## src/rtl/miriscv_run_pkg.sv

```systemverilog
// Shared types and helpers for the miriscv run controller.
// State encoding, ADDI opcode fields and the argument encoder.
package miriscv_run_pkg;

    typedef enum logic [2:0] {
        ST_IDLE,
        ST_LOAD,
        ST_RESET,
        ST_RUN,
        ST_DONE
    } run_state_e;

    localparam logic [6:0] OPCODE_OP_IMM = 7'b0010011;
    localparam logic [2:0] FUNCT3_ADDI   = 3'b000;

    // ADDI rd, x0, imm
    function automatic logic [31:0] encode_addi(
        input logic [11:0] imm,
        input logic [4:0]  rd
    );
        return {imm, 5'd0, FUNCT3_ADDI, rd, OPCODE_OP_IMM};
    endfunction

endpackage

```

## src/rtl/miriscv_run_ctrl.sv

```systemverilog
// Run controller: patches ADDI args into RAM, pulses core reset, runs with a budget.
// Ports: clk/rst, start, arg handshake, RAM write port, core reset, halt/result, status.
module miriscv_run_ctrl
    import miriscv_run_pkg::*;
#(
    parameter int RAM_SIZE      = 512,
    parameter int ARG_COUNT     = 1,
    parameter int ARG_BASE_ADDR = 0,
    parameter int RST_CYCLES    = 2,
    parameter int RUN_CYCLES    = 300,
    localparam int AW           = $clog2(RAM_SIZE)
) (
    input  logic          clk_i,
    input  logic          rst_n_i,
    input  logic          start_i,
    input  logic          arg_valid_i,
    input  logic [11:0]   arg_imm_i,
    input  logic [4:0]    arg_rd_i,
    output logic          arg_ready_o,
    output logic          ram_we_o,
    output logic [AW-1:0] ram_addr_o,
    output logic [31:0]   ram_wdata_o,
    output logic          core_rst_n_o,
    input  logic          halt_i,
    input  logic [31:0]   result_i,
    output logic [31:0]   result_o,
    output logic          busy_o,
    output logic          done_o,
    output logic          timeout_o
);

    // Argument counter keeps at least one bit so ARG_COUNT==0 still elaborates.
    localparam int ACW = (ARG_COUNT > 0) ? $clog2(ARG_COUNT + 1) : 1;
    localparam int RCW = $clog2(RST_CYCLES + 1);
    localparam int UCW = $clog2(RUN_CYCLES + 1);

    localparam logic [ACW-1:0] ARG_LAST =
        ACW'((ARG_COUNT > 0) ? ARG_COUNT - 1 : 0);
    localparam logic [RCW-1:0] RST_LAST = RCW'(RST_CYCLES - 1);
    localparam logic [UCW-1:0] RUN_LAST = UCW'(RUN_CYCLES - 1);
    localparam logic [AW-1:0]  BASE     = AW'(ARG_BASE_ADDR);

    // With no arguments there is nothing to load.
    localparam run_state_e START_ST =
        (ARG_COUNT == 0) ? ST_RESET : ST_LOAD;

    run_state_e     state;
    logic [ACW-1:0] arg_cnt;
    logic [RCW-1:0] rst_cnt;
    logic [UCW-1:0] run_cnt;
    logic           hs;

    assign hs = (state == ST_LOAD) && arg_valid_i;

    always_ff @(posedge clk_i or negedge rst_n_i) begin
        if (!rst_n_i) begin
            state       <= ST_IDLE;
            arg_cnt     <= '0;
            rst_cnt     <= '0;
            run_cnt     <= '0;
            ram_we_o    <= 1'b0;
            ram_addr_o  <= '0;
            ram_wdata_o <= '0;
            result_o    <= '0;
            timeout_o   <= 1'b0;
        end else begin
            ram_we_o <= 1'b0;
            unique case (state)
                ST_IDLE, ST_DONE: begin
                    if (start_i) begin
                        state     <= START_ST;
                        arg_cnt   <= '0;
                        rst_cnt   <= '0;
                        timeout_o <= 1'b0;
                    end
                end
                ST_LOAD: begin
                    if (hs) begin
                        ram_we_o    <= 1'b1;
                        ram_addr_o  <= BASE + AW'(arg_cnt);
                        ram_wdata_o <= encode_addi(arg_imm_i, arg_rd_i);
                        if (arg_cnt == ARG_LAST) begin
                            state   <= ST_RESET;
                            rst_cnt <= '0;
                        end else begin
                            arg_cnt <= arg_cnt + 1'b1;
                        end
                    end
                end
                ST_RESET: begin
                    if (rst_cnt == RST_LAST) begin
                        state   <= ST_RUN;
                        run_cnt <= '0;
                    end else begin
                        rst_cnt <= rst_cnt + 1'b1;
                    end
                end
                ST_RUN: begin
                    // Halt takes priority over budget expiry.
                    if (halt_i || (run_cnt == RUN_LAST)) begin
                        state     <= ST_DONE;
                        timeout_o <= !halt_i;
                        result_o  <= result_i;
                    end else begin
                        run_cnt <= run_cnt + 1'b1;
                    end
                end
                default: state <= ST_IDLE;
            endcase
        end
    end

    assign arg_ready_o  = (state == ST_LOAD);
    assign core_rst_n_o = (state == ST_RUN);
    assign done_o       = (state == ST_DONE);
    assign busy_o       = (state == ST_LOAD) || (state == ST_RESET) ||
                          (state == ST_RUN);

endmodule

```

## config.mk

```make
export PLATFORM = sky130hd
export DESIGN_NAME = miriscv_run_ctrl
export DESIGN_NICKNAME = d
export VERILOG_FILES = /design/src/rtl/miriscv_run_pkg.sv /design/src/rtl/miriscv_run_ctrl.sv
export SDC_FILE = /design/constraint.sdc
export NUM_CORES = 1
export LEC_CHECK = 0
export ABC_AREA = 1
export ABC_CLOCK_PERIOD_IN_PS = 1480
export CAP_MARGIN = 20
export CORE_ASPECT_RATIO = 1.75
export CORE_MARGIN = 1.5
export CORE_UTILIZATION = 38
export CTS_CLUSTER_DIAMETER = 30
export DETAILED_ROUTE_END_ITERATION = 12
export GPL_TIMING_DRIVEN = 0
export PLACE_DENSITY = 0.88
export SYNTH_ARGS = -nofsm -noshare
export SYNTH_HDL_FRONTEND = slang
export SYNTH_SLANG_ARGS = --single-unit
```

## constraint.sdc

```tcl
create_clock -name clk_i -period 1.48 [get_ports clk_i]
set_clock_uncertainty 0.1 [all_clocks]
set_input_delay 0.222 -clock clk_i [delete_from_list [all_inputs] [get_ports clk_i]]
set_output_delay 0.222 -clock clk_i [all_outputs]
set_load 0.01 [all_outputs]
```

# Word level (Yosys, flattened, before mapping)

Index checks and enable logic that the tools add are counted.

Register bits: 70
Bits of input ports: 54

Add/sub/neg operators: 3
Equal/unequal tests: 13
Mux-type cells: 22
Reductions and logical operators: 18

Operators with widths:

| operator            | count |
|---|---|
| $mux 9              | 2 |
| $pmux 9 s2          | 1 |
| $mux 3              | 5 |
| $pmux 3 s4          | 1 |
| $ne 2x2->1 const B  | 5 |
| $reduce_and 5->1    | 2 |
| $add 9x1->9 const B | 1 |
| $eq 9x9->1 const B  | 1 |
| $reduce_and 3->1    | 3 |
| $mux 2              | 4 |
| $eq 3x2->1 const B  | 2 |
| $mux 1              | 6 |
| $pmux 2 s3          | 1 |
| $reduce_bool 2->1   | 3 |
| $ne 2x1->1 const B  | 2 |
| $pmux 1 s2          | 2 |
| $reduce_and 2->1    | 2 |
| $eq 3x1->1 const B  | 1 |
| $eq 3x3->1 const B  | 1 |
| $logic_not 3->1     | 1 |
| $logic_or 1x1->1    | 3 |
| $reduce_bool 3->1   | 1 |
| $add 2x1->2 const B | 1 |
| $eq 2x1->1 const B  | 1 |
| 4 further kinds     | 4 |

# Longest topological paths before layout

Depth after elaboration: 4
Mapped depth: 10

# Worst setup path after synthesis

OpenSTA, ideal clock, no wires.

Path kind: register -> register
From: reg run_cnt[0]
To: reg run_cnt[6]
Library setup time: 0.127 ns
Data arrival time: 1.265 ns
Required time: 1.253 ns
Path slack: -0.012 ns
Stages on the path, launching flop included: 10
Buffers on the path: 0
Cell sequence: dfrtp_1 ha_1 nand2_1 nor2_1 nand2_1 nand2_2 nand2_2 nand2_2 nand2_1 o21ai_0

Cells in the longest elaborated chain, start to end: 4
Elaborated cells on any way between the ends: 7
Those cells by class: add/sub: 1; eq/ne: 2; mux: 2; reduce/logical: 2

RTL lines:

| element                                             | line                    | source |
|---|---|---|
| start: declaration                                  | miriscv_run_ctrl.sv:50  | `logic [UCW-1:0] run_cnt;` |
| start signal: assignment                            | miriscv_run_ctrl.sv:105 | `run_cnt <= run_cnt + 1'b1;` |
| branches (longest 4 deep; another with $add 9x1->9) | -                       |  |

Several ways; the timed one is not identified. The select of a mux whose other input is x is not followed.
A chain may end at the register's enable or synchronous reset.

# Worst setup path after layout

From: reg run_cnt[1]
To: reg run_cnt[7]

The elaborated chain is that of the path after synthesis.

==> flow_metrics.tcl <==
set metrics [dict create \
    route.detailed.drc 0 \
    synth_top_area_share_pct 54.5 \
    arrival_ns 1.84 \
    fillers 480 \
    r2r_start "run_cnt[1]$_DFFE_PN0P_" \
    period_share_pct 114 \
    cp-end-kind "flip-flop" \
    async_flop_share_pct 100 \
    synthDistinctLibCells 27 \
    min_period_ns 1.69 \
    top_level_ports 133 \
    drt_iter0_markers 234 \
    cap_violations 0 \
    ff2ff_setup_slack_ns -0.21 \
    setup_viol 69 \
    tightest_slew_ns 0.863 \
    hold_viol 0 \
    avgRoutedWirePerCell_um 18.3 \
    place_area_um2 4330 \
    root_buffer "clkbuf_16" \
    clk_latency_ns 0.33 \
    grt_max_degree 67 \
    area_delta_synth_final_pct 88.7 \
    antenna_found_initial 0 \
    dpl.hpwl_um 5910 \
    final_area_um2 5720 \
    core_um2 7670 \
    crit_required_ns 1.63 \
    holdPathEnd "ram_wdata_o[9]$_DFFE_PN0P_" \
    ir_worst_vdd_v 0.00103 \
    cellPowerDensity_nw_per_um2 1940 \
    overflow 0 \
    die_h_um 121 \
    ys_seq_area_share_pct 54.5 \
    port_buffers 111 \
    htreeDepth 3 \
    yosysMostFrequentCell "nand2_1" \
    grt_pass1_vias 3384 \
    synth_edf_count 0 \
    dieArea_um2 8540 \
    fin_nets 613 \
    ant_nets 0 \
    slew_viol_final 0 \
    syn_area_um2 3030 \
    synth_ff_type "dfrtp_1" \
    hold_path_class "in -> reg" \
    cp_max_fo 6 \
    cts_tree "done" \
    violations "negative setup slack" \
    yosys-top-cells-area "dfrtp_1 (54%), nand2_1 (20%), nand3_1 (6.1%)" \
    whs_path_depth 3 \
    setup_slack_ns -0.208 \
    syn-instance-count 362 \
    clock_path_buffers 2 \
    clkSinkCount 66 \
    reg2reg_to "run_cnt[7]$_DFFE_PN0P_" \
    seqCellArea_um2 1660 \
    vias 3309 \
    r2r_cells 10 \
    synth_common_cells "nand2_1 (159), dfrtp_1 (66), nand3_1 (37)" \
    track_usage_pct 24.1 \
    routed_wl_um 11900 \
    status "complete, but fails checks" \
    rsz0062_at_grt "true" \
    syn_avg_cell_area_um2 8.37 \
    drt_first_pass_iters 7 \
    synth_seq_cells 66 \
    std_cell_rows 42 \
    p_leak_nw 2.93 \
    drive_gt1_share_pct 42.3 \
    ys_warn_count 0 \
    clkTransAtPathRegs_ns 0.06 \
    antenna_cells 0 \
    cts_buffers 9 \
    dp_slack_ns -0.538 \
    gp_congestion 0.806 \
    fmax_mhz 592 \
    via_per_inst 5.09 \
    yosysTopAreaCell "dfrtp_1" \
    slew-limit-headroom_pct 42.4 \
    path_class "reg -> reg" \
    crit_path_start_kind "flip-flop" \
    multiInputGateArea_um2 1650 \
    holdCritStartpoint "arg_rd_i[2]" \
    timing.hold.ws_ns 0.330 \
    grt_pass1_wl_um 16100 \
    die_w_um 70.5 \
    initial_core_util_pct 39.5 \
]
==> flip-flops by register name, summed over array words and instances, names as in the netlist <==
| name | count |
|---|---|
| ram_wdata_o | 18 |
| run_cnt | 9 |
| timeout_o | 1 |
| state | 3 |
| ram_we_o | 1 |
| result_o | 32 |
| rst_cnt | 2 |
==> cells by family after synthesis <==
kind of cell | Yosys count | share of synthesized area [%]
fa+ha+maj | 2 | 0.825
flops | 66 | 54.5
xor+xnor | 3 | 0.867
simple gates | 224 | 31.2
other cells | 1 | 0.124
buf+inv | 54 | 10.2
compound gates | 12 | 2.23
==> routing by layer <==
layer | GRT usage, % | up-vias | share of wire (%)
met5 | 0 | - | 0
met4 | 12.0 | 0 | 4.5
met3 | 4.90 | 48 | 5.1
met2 | 46.2 | 173 | 58
met1 | 23.7 | 1607 | 32
li1 | - | 1481 | -
==> worst max path at each step <==
| stage | from | to | slack [ns] |
|---|---|---|---|
| floorplan | run_cnt[0]$_DFFE_PN0P_ | run_cnt[6]$_DFFE_PN0P_ | 0.01 |
| CTS | state[1]$_DFFE_PN0P_ | done_o | -0.19 |
| finish | run_cnt[1]$_DFFE_PN0P_ | run_cnt[7]$_DFFE_PN0P_ | -0.21 |
| detailed placement | state[2]$_DFFE_PN0P_ | core_rst_n_o | -0.54 |
| global placement | rst_n_i | ram_wdata_o[29]$_DFFE_PN0P_ | -2.07 |
| global route | run_cnt[4]$_DFFE_PN0P_ | timeout_o$_DFFE_PN0P_ | -0.26 |
==> placed cells by master, fill, tap and decap left out, drive strengths merged <==
cell	instances
clkinv	2
xnor2	1
nand2	167
buf	88
dlygate4sd2	53
o21ai	9
dlygate4sd3	1
ha	2
clkinvlp	1
inv	20
nor2	18
clkbuf	13
a31oi	1
clkdlybuf4s50	52
o211ai	1
dfrtp	66
nor3	1
nand3	37
or2	2
a21oi	1
xor2	2
bufinv	2
conb	21
nand4	1
==> area by class of cell <==
| class | count | share of cell area, % |
|---|---|---|
| plain buffers | 32 | 5.05 |
| clock buffers | 11 | 4.24 |
| clock inverters | 5 | 1.36 |
| inverters | 20 | 1.75 |
| multi-input cells | 264 | 28.9 |
| flip-flops and latches | 66 | 28.9 |
| well taps | 88 | 1.93 |
| repair buffers | 164 | 27.9 |
==> metrics by stage <==
stage | power (mW) | setup TNS (ns) | util [%] | instances
final | 11.1 | -9.23 | 74.5 | 650
after floorplan | 4.76 | 0 | - | 382
after global placement | 6.59 | -143.20 | 56.5 | 581
after global routing | 11.6 | -12.46 | 74.5 | 650
after detailed placement | 6.73 | -7.94 | 56.4 | 581
after CTS | 9.75 | -3.43 | 67.5 | 635
==> report_power, final <==
part           leakage, nW  switching, mW  internal [mW]
clock network        0.156          0.788           1.51
registers            0.837          0.566           2.53
logic                 1.93           3.00           2.72
total                 2.93           4.35           6.76
==> worst max-delay path, stage by stage, from the launching register on <==
cell and delay (ns):
dfrtp_1 0.37, ha_2 0.21, nand2_2 0.06, nor2_2 0.12, nand2_2 0.11, nand2_4 0.14
nand2_8 0.12, buf_12 0.16, nand2_8 0.10, nand2_4 0.06, o21ai_2 0.06
==> repair_timing <==
action / CTS / global route
endpoints found under the setup margin: 111 / 68
resized for setup: 162 / 128
pin swaps: 21 / 49
setup buffers: 30 / 17
hold endpoints to repair: 66 / 0
gates cloned: 7 / 2
hold buffers: 1 / 0
(Power assumes the default switching activity.)
